$ cat src/rtl/alu_issue_stage.sv
// Registered issue/retire stage around an external combinational ALU: an in-order
// command FIFO feeding a one-entry result slot. `ALU_ISSUE_FWD_EN adds result forwarding into operand A.
module alu_issue_stage #(
  parameter int DEPTH = 4,
  parameter int TAG_W = 4
) (
  input  logic                     clk,
  input  logic                     rst,
  input  logic                     in_valid,
  output logic                     in_ready,
  input  logic [31:0]              in_a,
  input  logic [31:0]              in_b,
  input  logic [3:0]               in_sel,
  input  logic [TAG_W-1:0]         in_tag,
  input  logic                     in_fwd_a,
  output logic [31:0]              alu_a,
  output logic [31:0]              alu_b,
  output logic [3:0]               alu_sel,
  input  logic [31:0]              alu_out,
  input  logic                     alu_zero,
  output logic                     out_valid,
  input  logic                     out_ready,
  output logic [31:0]              out_result,
  output logic                     out_zero,
  output logic [TAG_W-1:0]         out_tag,
  output logic [$clog2(DEPTH):0]   fifo_count
);

  localparam int AW = $clog2(DEPTH);
  localparam logic [AW:0] FULL_CNT = (AW+1)'(DEPTH);

  typedef struct packed {
    logic [31:0]      a;
    logic [31:0]      b;
    logic [3:0]       sel;
    logic [TAG_W-1:0] tag;
`ifdef ALU_ISSUE_FWD_EN
    logic             fwd;
`endif
  } cmd_t;

  typedef enum logic {SLOT_EMPTY, SLOT_FULL} slot_t;

  cmd_t          mem [DEPTH];
  cmd_t          cmd_in;
  cmd_t          head;
  logic [AW-1:0] wr_ptr, rd_ptr;
  logic [AW:0]   count;
  logic          full, empty, push, issue;
  slot_t         slot_q, slot_d;

  assign full     = (count == FULL_CNT);
  assign empty    = (count == '0);
  assign in_ready = !full;
  // Push is gated only by full, so a same-cycle pop never frees a slot for it.
  assign push     = in_valid && !full;
  assign issue    = !empty && ((slot_q == SLOT_EMPTY) || out_ready);
  assign head     = mem[rd_ptr];
  assign out_valid  = (slot_q == SLOT_FULL);
  assign fifo_count = count;

  always_comb begin
    cmd_in     = '0;
    cmd_in.a   = in_a;
    cmd_in.b   = in_b;
    cmd_in.sel = in_sel;
    cmd_in.tag = in_tag;
`ifdef ALU_ISSUE_FWD_EN
    cmd_in.fwd = in_fwd_a;
`endif
  end

  always_ff @(posedge clk) begin
    if (push) mem[wr_ptr] <= cmd_in;
  end

  always_ff @(posedge clk or posedge rst) begin
    if (rst) begin
      wr_ptr <= '0;
      rd_ptr <= '0;
      count  <= '0;
    end else begin
      if (push)  wr_ptr <= wr_ptr + 1'b1;
      if (issue) rd_ptr <= rd_ptr + 1'b1;
      case ({push, issue})
        2'b10:   count <= count + 1'b1;
        2'b01:   count <= count - 1'b1;
        default: count <= count;
      endcase
    end
  end

`ifdef ALU_ISSUE_FWD_EN
  logic [31:0] last_result;

  always_ff @(posedge clk or posedge rst) begin
    if (rst)        last_result <= '0;
    else if (issue) last_result <= alu_out;
  end
`else
  // in_fwd_a has no effect in this build.
  logic unused_fwd;
  assign unused_fwd = in_fwd_a;
`endif

  always_comb begin
    alu_a   = '0;
    alu_b   = '0;
    alu_sel = '0;
    if (!empty) begin
      alu_a   = head.a;
      alu_b   = head.b;
      alu_sel = head.sel;
`ifdef ALU_ISSUE_FWD_EN
      if (head.fwd) alu_a = last_result;
`endif
    end
  end

  always_ff @(posedge clk or posedge rst) begin
    if (rst) slot_q <= SLOT_EMPTY;
    else     slot_q <= slot_d;
  end

  always_comb begin
    slot_d = slot_q;
    case (slot_q)
      SLOT_EMPTY: if (issue) slot_d = SLOT_FULL;
      SLOT_FULL:  if (out_ready && !issue) slot_d = SLOT_EMPTY;
      default:    slot_d = SLOT_EMPTY;
    endcase
  end

  always_ff @(posedge clk or posedge rst) begin
    if (rst) begin
      out_result <= '0;
      out_zero   <= 1'b0;
      out_tag    <= '0;
    end else if (issue) begin
      out_result <= alu_out;
      out_zero   <= alu_zero;
      out_tag    <= head.tag;
    end
  end

endmodule

$ cat config.mk
export PLATFORM = sky130hd
export DESIGN_NAME = alu_issue_stage
export DESIGN_NICKNAME = d
export VERILOG_FILES = /design/src/rtl/alu_issue_stage.sv
export SDC_FILE = /design/constraint.sdc
export NUM_CORES = 1
export LEC_CHECK = 0
export ABC_AREA = 1
export BUFFER_PORTS_ARGS = -buffer_cell sky130_fd_sc_hd__buf_2
export CAP_MARGIN = 10
export CORE_MARGIN = 1
export CORE_UTILIZATION = 50
export CTS_BUF_LIST = sky130_fd_sc_hd__clkbuf_8 sky130_fd_sc_hd__clkbuf_16
export DETAILED_ROUTE_END_ITERATION = 16
export PLACE_DENSITY = 0.75
export SLEW_MARGIN = 20
export SYNTH_ARGS = -nofsm -noshare
export SYNTH_HDL_FRONTEND = slang
export SYNTH_SLANG_ARGS = --single-unit
$ cat constraint.sdc
create_clock -name clk -period 10.09 [get_ports clk]
set_clock_uncertainty 0.05 [all_clocks]
set_input_delay 1.009 -clock clk [delete_from_list [all_inputs] [get_ports clk]]
set_output_delay 1.009 -clock clk [all_outputs]
set_load 0.05 [all_outputs]
* Word level (Yosys, flattened, before mapping)
Memories as Yosys holds them, arrays and structs flattened.
Cells that the tools add are included.
** Storage, ports and cells
- Register bits :: 45
- Bits in latches :: 0
- Memory bits (writable) :: 288
- ROM bits :: 0
- Input port bits :: 110
- Output and inout bits :: 110
- Word-level logic and storage cells :: 34
- Memories kept :: 1
** Cells by class
- Add/sub/neg operators :: 4
- $mul :: 0
- Divide/modulo/power cells :: 0
- $lt $le $gt $ge :: 0
- Equal/unequal tests :: 3
- Shifts and indexed selects :: 0
- Muxes and demuxes :: 9
- Bitwise gates (word level) :: 1
- Reduce and logical (&&, ||, !) cells :: 9
** Memory list
- mem :: words 4, bits a word 72, rd ports 1, clocked after Yosys merged registers in 0, wr ports 1, RTL line 44 : cmd_t mem [DEPTH];
** Operator list (number)
- 2-to-1 mux 32 bit :: 2
- one-hot mux 3 bit (2 select lines) :: 1
- adder 2 x 1 -> 2 bit (second input constant) :: 2
- 2-to-1 mux 1 bit :: 4
- 2-to-1 mux 4 bit :: 1
- adder 3 x 1 -> 3 bit (second input constant) :: 1
- == test 3 bit (second input constant) :: 1
- logical AND 1 bit :: 3
- logical NOT 1 bit :: 3
- logical NOT 3 bit :: 1
- subtractor 3 x 1 -> 3 bit (second input constant) :: 1
- == test 2 x 1 -> 1 bit (second input constant) :: 1
- == test 2 bit (second input constant) :: 1
- one-hot mux 1 bit (2 select lines) :: 1
- nonzero test 2 bit :: 1
- logical OR 1 bit :: 1
- NOT 1 bit :: 1

* Depth between registers and ports, before layout
Gate-level depths: netlist of run 1.
- Depth after elaboration :: 7
- Depth in mapped cells :: 12
- Gate-level depth less buffers :: 11

* Worst setup path before layout of run 1
OpenSTA, ideal clock, no wires.
- Path kind :: flip-flop to flip-flop
- Start point :: reg count[0], in the netlist fifo_count[0]
- End point :: mem mem[0][0] (netlist bit), enable pin
- Setup time :: 503 ps
- Arrival :: 4589 ps
- Data required time :: 9537 ps
- Path slack :: 4948 ps
- Stages on the path, launching flop included :: 5
- Buffers on the path :: 0
- Period minus slack after synthesis :: 5142 ps
- Path through :: dfrtp_1 > inv_2 > nand3_1 > nand2_1 > nor2_1
** Between the ends
- Cells in the longest elaborated chain, start to end :: 5
** RTL lines
- start: declaration :: RTL line 48 : logic [AW:0] count;
- start signal: assignment :: RTL line 86 : 2'b10: count <= count + 1'b1;
- start signal: assignment :: RTL line 87 : 2'b01: count <= count - 1'b1;
- start signal: assignment :: RTL line 88 : default: count <= count;
- == test 3 bit :: RTL line 52 : assign full = (count == FULL_CNT);
- logical NOT 1 bit
- named net in_ready :: RTL line 10 : output logic in_ready,
- logical AND 1 bit :: RTL line 56 : assign push = in_valid && !full;
- 2-to-1 mux 1 bit :: RTL line 74 : if (push) mem[wr_ptr] <= cmd_in;
- 2-to-1 mux 1 bit (implied by the code) :: RTL line 74
- end: declaration :: RTL line 44
The timed path passes the listed nets, and every way through them passes these cells.

* Final worst setup path of run 1
- Start point :: reg rd_ptr[0]
- End point :: out alu_a[2]
** Between the ends
- Cells in the longest elaborated chain, start to end :: 2
** RTL lines
- start: declaration :: RTL line 47 : logic [AW-1:0] wr_ptr, rd_ptr;
- start signal: assignment :: RTL line 84 : if (issue) rd_ptr <= rd_ptr + 1'b1;
- memory read (4 x 72 bit)
- 2-to-1 mux 32 bit :: RTL line 110 : if (!empty) begin
- end: declaration :: RTL line 16 : output logic [31:0] alu_a,
No other way between the ends.

==> implementation parameters, run 1 <==
Parameter                              Value

Layout
  Fill count    2149
  Share of final-layout standard cells stronger than drive strength 1    19.48%
  Commonest cells after routing, fill and taps aside    548 x sky130_fd_sc_hd__nand2_1, 288 x sky130_fd_sc_hd__edfxtp_1, 218 x sky130_fd_sc_hd__buf_2
  Most frequent standard cell in the layout excluding fill and tap cells    sky130_fd_sc_hd__nand2_1
  Final std cells w/o fill    1852
  Nets    1600
  Area added between synthesis and finish    17.58%

Clock network
  Number of clock buffers inserted by TritonCTS    36
  CTS tree    done
  Post-CTS Setup Bufs    0
  Maximum buffer depth of the clock tree    3
  Hold buffer count at CTS    0
  Clock insertion delay at the later pin of the skew report    0.50 ns
  Gates resized, CTS repair    0
  Root Driver    sky130_fd_sc_hd__clkbuf_16
  Num Clock Sinks    333
  Htree depth    2
  CTS clk-pin slew, worst paths    0.06 ns

Logic synthesis
  Synth top area cells    sky130_fd_sc_hd__edfxtp_1 63%, sky130_fd_sc_hd__nand2_1 15%, sky130_fd_sc_hd__dfrtp_1 8.2%
  Dominant combinational cell family by area after synthesis    simple AND/OR/NAND/NOR gates
  Number of distinct standard cells referenced by the synthesized netlist    21
  Xor and xnor area share after synthesis    0.3194%
  Synth Instances    1278
  Cell accounting for the most synthesized area    sky130_fd_sc_hd__edfxtp_1
  Synthesized netlist net count    1394
  Syn avg cell area    10.73 um2
  Area share of and/or/nand/nor cells after synthesis    18.11%
  Synthesized-area fraction occupied by adder cells    0.6023%
  Register area share after synthesis    71.29%
  Yosys warns    0
  Multiplexer share of the synthesized area    0%
  Number of synthesized register bits    333
  Compound-gate portion of the synthesized area    2.555%
  Share of the synthesized area in the top cell type    63.08%
  Netlist area before placement    13710 um2

Worst setup path
  Arrival time at the worst endpoint    3.59 ns
  CP max stage cell    sky130_fd_sc_hd__buf_4
  Required time reported for the critical path endpoint    9.03 ns
  Slowest cell delay on critical path    0.90 ns
  Reg2reg setup slack    7.12 ns
  Worst setup SP type    flop
  Crit-path cells    inv_4 > buf_4 > nand2_1 > nand2_1 > nand2_1 > a21oi_1 > buf_2
  Nature of the critical path endpoint    output port
  Largest fanout on the critical path    95
  Cell family with the largest share of critical-path delay    buffers and inverters
  Critical path start-end classification    reg -> out
  Cell repeated most along the worst path    sky130_fd_sc_hd__nand2_1
  Buffers & Inverters on Critical Path    3

Floorplan
  Area of the core region    26950 um2
  Vertical extent of the die    167.6 um
  Horizontal extent of the die    167.6 um
  Number of top-level pins    220
  Initial cell density of the core    50.87%
  Full die area    28090 um2
  Count of standard-cell rows    60

Place
  Input/output buffers    218
  Placed wire-length estimate after detailed placement    15050 um
  Cell count after placement    1786
  GP Congestion    0.7282

Timing
  Slew of the pin with the lowest slew margin    1.066 ns
  Remaining max-slew budget at the tightest pin    28.97%
  Clock period minus worst slack    4.649 ns
  Number of endpoints with negative hold slack in the final report    0
  Setup violation total in the final timing report    0
  Unrepaired setup endpoints after global routing    false
  Final clock period utilization by the worst path    46.07%
  Final hold slack    0.4230 ns
  Peak Freq    215.1 MHz
  Count of final max-slew check failures    0
  Setup Total Neg Slack    0 ns

Min path
  Worst min-delay path category    reg -> reg

Outcome
  Outcome    completed

Detailed routing
  Detailed Route WL    27840 um
  DRC errors left    0
  Total number of vias    9051
  Drt pass-1 iters    5
  Vias per inst    4.887
  DRC violation total after the first TritonRoute iteration    648
  Post-detailed-route wirelength per cell    15.03 um
  DRT antenna net count    0

Global route
  Pin count of the biggest net entering global routing    96
  Total routing usage reported by global routing    19.75%
  Initial antenna violation count    3
  Number of global-route vias before repair    8727
  First-pass GRT wire length    43570 um
  Overall overflow remaining after global route    0

Flow run
  Count of maximum capacitance violations    0
## cells by family after synthesis
kind of cell             Yosys count
AND/OR/NAND/NOR                  633
flip-flops                       333
buffers and inverters            231
AO/OA/AOI/OAI                     70
adder cells (fa/ha/maj)            6
XOR/XNOR                           5
## layout make-up
| class | instances | area, um2 | area share [%] |
|---|---|---|---|
| Antenna cell | 2 | 5.005 | 0.03105 |
| Clock buffer | 40 | 967.2 | 6.000 |
| Clock inverter | 23 | 113.9 | 0.7063 |
| Inverter | 170 | 640.6 | 3.974 |
| Multi-Input combinational cell | 714 | 2990 | 18.55 |
| Sequential cell | 333 | 9779 | 60.66 |
| Tap cell | 341 | 426.7 | 2.647 |
| Timing Repair Buffer | 229 | 1197 | 7.428 |
## metal layers
layer  part of all wire, %  up-vias  global-route usage, %
met1                    40     4248                  23.51
met3                   6.0       58                  3.545
met2                    51      243                  35.24
met5                     0        -                      0
li1                      -     4502                      -
met4                   2.8        0                  8.257
## cell usage after synthesis
library cell and number:
sky130_fd_sc_hd__nor2_1 4, sky130_fd_sc_hd__o21ai_0 1, sky130_fd_sc_hd__nand2_1 548, sky130_fd_sc_hd__buf_6 7, sky130_fd_sc_hd__clkbuf_1 13, sky130_fd_sc_hd__buf_4 4
sky130_fd_sc_hd__xnor2_1 2, sky130_fd_sc_hd__ha_1 5, sky130_fd_sc_hd__xor2_1 3, sky130_fd_sc_hd__nand2_2 1, sky130_fd_sc_hd__nand3_1 79, sky130_fd_sc_hd__dfrtp_1 45
sky130_fd_sc_hd__inv_2 6, sky130_fd_sc_hd__buf_2 33, sky130_fd_sc_hd__edfxtp_1 288, sky130_fd_sc_hd__fa_1 1, sky130_fd_sc_hd__inv_1 164, sky130_fd_sc_hd__buf_1 4
sky130_fd_sc_hd__a21oi_1 68, sky130_fd_sc_hd__nand3_2 1, sky130_fd_sc_hd__o21ai_1 1
## final timing paths
path	start	to	cells after the start
hold reg to reg	out_result[13]$_DFFE_PP0P_	out_result[13]$_DFFE_PP0P_	2
min in group asynchronous	rst	out_result[1]$_DFFE_PP0P_	3
max in group asynchronous	rst	rd_ptr[0]$_DFFE_PP0P_	3
hold / removal	out_result[13]$_DFFE_PP0P_	out_result[13]$_DFFE_PP0P_	2
setup reg to reg	fifo_count[0]$_DFFE_PP0P_	fifo_count[2]$_DFFE_PP0P_	10
setup / recovery	rd_ptr[0]$_DFFE_PP0P_	alu_a[2]	7
## registers in the layout (all words and copies together) (netlist names)
signal and cells:
out_result 32, mem 288, out_zero 1, wr_ptr 2, rd_ptr 2, out_valid 1, fifo_count 3, out_tag 4
## worst reg2reg max path: stages (launching register included)
cell                      delay [ns]
sky130_fd_sc_hd__dfrtp_1        0.39
sky130_fd_sc_hd__inv_2          0.08
sky130_fd_sc_hd__nand3_2        0.11
sky130_fd_sc_hd__nand2_2        0.47
sky130_fd_sc_hd__inv_2          0.71
sky130_fd_sc_hd__ha_1           0.29
sky130_fd_sc_hd__inv_1          0.07
sky130_fd_sc_hd__fa_1           0.38
sky130_fd_sc_hd__nand2_1        0.09
sky130_fd_sc_hd__nand3_1        0.08
sky130_fd_sc_hd__xor2_1         0.15
## stage by stage
stage,cell area [um2],setup slack [ns],utilization [%]
2_1_floorplan,13710,4.948,-
3_3_place_gp,15000,6.033,55.67
3_5_place_dp,15000,5.980,55.67
4_1_cts,16080,5.450,59.68
5_1_grt,16120,5.237,59.81
6_report,16120,5.441,59.81
Power of run 1 is not shown: default switching activity piles up to over one toggle a cycle in this logic, so the estimate is an artifact.
==> run 2, diff against run 1 <==
PLACE_DENSITY = 0.78   (was 0.75)
clock period = 4.09 ns   (was 10.09 ns; I/O delays follow)
==> implementation parameters, run 2 (synthesis gave the netlist of run 1 again) <==
Parameter                              Value

Outcome
  Outcome    completed

Layout
  Nets    1608
  Final std cells w/o fill    1861
  Final core utilization    60.59%
  Area added between synthesis and finish    19.09%
  Largest reg by FF count    mem
  Fill count    2112
  Share of final-layout standard cells stronger than drive strength 1    19.89%
  Largest registers    mem: 288 flops, out_result: 32 flops, out_tag: 4 flops
  Max FFs per register    288
  Most frequent standard cell in the layout excluding fill and tap cells    sky130_fd_sc_hd__nand2_1
  Commonest cells after routing, fill and taps aside    548 x sky130_fd_sc_hd__nand2_1, 288 x sky130_fd_sc_hd__edfxtp_1, 218 x sky130_fd_sc_hd__buf_2

Worst setup path
  Buffers & Inverters on Critical Path    3
  Crit-path cells    inv_4 > buf_4 > nand2_1 > nand2_1 > nand2_1 > a21oi_1 > buf_2
  Cell repeated most along the worst path    sky130_fd_sc_hd__nand2_1
  Critical path start-end classification    reg -> out
  Cell family with the largest share of critical-path delay    buffers and inverters
  Required time reported for the critical path endpoint    3.63 ns
  Nature of the critical path endpoint    output port
  Worst setup SP type    flop
  CP max stage cell    sky130_fd_sc_hd__dfrtp_4
  Slowest cell delay on critical path    0.50 ns
  Largest fanout on the critical path    57
  Arrival time at the worst endpoint    2.68 ns

Timing
  Worst Setup Slack, final    0.9538 ns
  Unrepaired setup endpoints after global routing    false
  Number of endpoints with negative hold slack in the final report    0
  Clock period minus worst slack    3.136 ns
  Final clock period utilization by the worst path    76.68%
  Remaining max-slew budget at the tightest pin    33.78%
  Setup violation total in the final timing report    0
  Slew of the pin with the lowest slew margin    0.9932 ns
  Count of final max-slew check failures    0
  Peak Freq    318.9 MHz
  Final hold slack    0.06055 ns

Detailed routing
  Post-detailed-route wirelength per cell    15.52 um
  Vias per inst    4.955
  Drt pass-1 iters    5
  DRC errors left    0
  DRT antenna net count    0
  DRC violation total after the first TritonRoute iteration    713
  Detailed Route WL    28890 um
  Total number of vias    9222

Clock network
  Gates resized, CTS repair    0
  CTS tree    done
  Root Driver    sky130_fd_sc_hd__clkbuf_16
  Clock insertion delay at the later pin of the skew report    0.50 ns
  Maximum buffer depth of the clock tree    3
  Htree depth    2
  CTS clk-pin slew, worst paths    0.06 ns
  Num Clock Sinks    333
  Number of clock buffers inserted by TritonCTS    35

Floorplan
  Initial cell density of the core    50.87%
  Full die area    28090 um2
  Area of the core region    26950 um2
  Number of top-level pins    220
  Vertical extent of the die    167.6 um
  Count of standard-cell rows    60
  Horizontal extent of the die    167.6 um

Place
  Input/output buffers    218
  Cell count after placement    1795
  GP Congestion    0.7182
  Placed wire-length estimate after detailed placement    16470 um
  Worst setup slack after placement    1.503 ns

Global route
  Number of global-route vias before repair    9128
  Overall overflow remaining after global route    0
  Total routing usage reported by global routing    20.79%
  Initial antenna violation count    1
  Pin count of the biggest net entering global routing    78
  First-pass GRT wire length    45680 um

Flow run
  Count of maximum capacitance violations    0

Min path
  Worst min-delay path category    in -> reg
[run 2: cell count changes in the layout (fill, tap and decap cells not counted)]
| cell | delta |
|---|---|
| sky130_fd_sc_hd__clkinv_2 | -2 |
| sky130_fd_sc_hd__dlygate4sd3_1 | +1 |
| sky130_fd_sc_hd__inv_6 | -1 |
| sky130_fd_sc_hd__clkinv_1 | -3 |
| sky130_fd_sc_hd__clkbuf_8 | -2 |
| sky130_fd_sc_hd__bufinv_16 | +6 |
| sky130_fd_sc_hd__buf_4 | +9 |
| sky130_fd_sc_hd__clkinvlp_4 | +1 |
| sky130_fd_sc_hd__buf_6 | -3 |
| sky130_fd_sc_hd__clkinv_4 | -2 |
| sky130_fd_sc_hd__inv_1 | +3 |
| sky130_fd_sc_hd__buf_12 | +2 |
[run 2: worst paths after layout]
kind	startpoint	to	slack [ns]	cells after the start
max	rd_ptr[0]$_DFFE_PP0P_	alu_b[25]	0.95	7
min	alu_out[31]	out_result[31]$_DFFE_PP0P_	0.06	3
max reg2reg	fifo_count[0]$_DFFE_PP0P_	fifo_count[2]$_DFFE_PP0P_	1.71	10
min reg2reg	out_result[27]$_DFFE_PP0P_	out_result[27]$_DFFE_PP0P_	0.42	2
max in group asynchronous	rst	rd_ptr[1]$_DFFE_PP0P_	3.00	4
min in group asynchronous	rst	out_result[19]$_DFFE_PP0P_	0.56	4
[run 2: worst register-to-register path, delay by kind of cell (launching register included)]
| kind | cells | cell delay (ns) |
|---|---|---|
| XOR/XNOR | 1 | 0.15 |
| adder cells (fa/ha/maj) | 2 | 0.56 |
| buffers and inverters | 3 | 0.33 |
| flip-flops | 1 | 0.42 |
| AND/OR/NAND/NOR | 4 | 0.76 |
[run 2: final cells by class]
class                           count  area [um2]  share of cell area (%)
Tap cell                          341       426.7                   2.613
Sequential cell                   333        9779                   59.89
Clock buffer                       38       939.7                   5.755
Antenna cell                        2       5.005                 0.03065
Multi-Input combinational cell    714        2990                   18.31
Inverter                          170       640.6                   3.923
Clock inverter                     25       265.3                   1.625
Timing Repair Buffer              238        1281                   7.847
[run 2: metrics by stage]
stage,setup TNS [ns],instance area [um2]
finish,0,16330
global route,0,16330
CTS,0,16320
detailed placement,0,15110
global placement,0,15110
floorplan,-302.89,13710
[run 2: repair_timing]
| item | 4_1_cts | 5_1_grt |
|---|---|---|
| setup buffers | 0 | 0 |
| hold buffers | 1 | 0 |
| setup endpoints to repair | 0 | 0 |
| endpoints found under the hold margin | 10 | 0 |
[run 2: routing by layer]
layer	up-vias	routed length [um]	GRT usage [%]
met5	-	0	0
met4	0	892	7.938
met3	72	1776	4.183
met2	282	14730	37.36
met1	4342	11490	24.52
li1	4526	-	-
Power of run 2 is left out for the same reason.
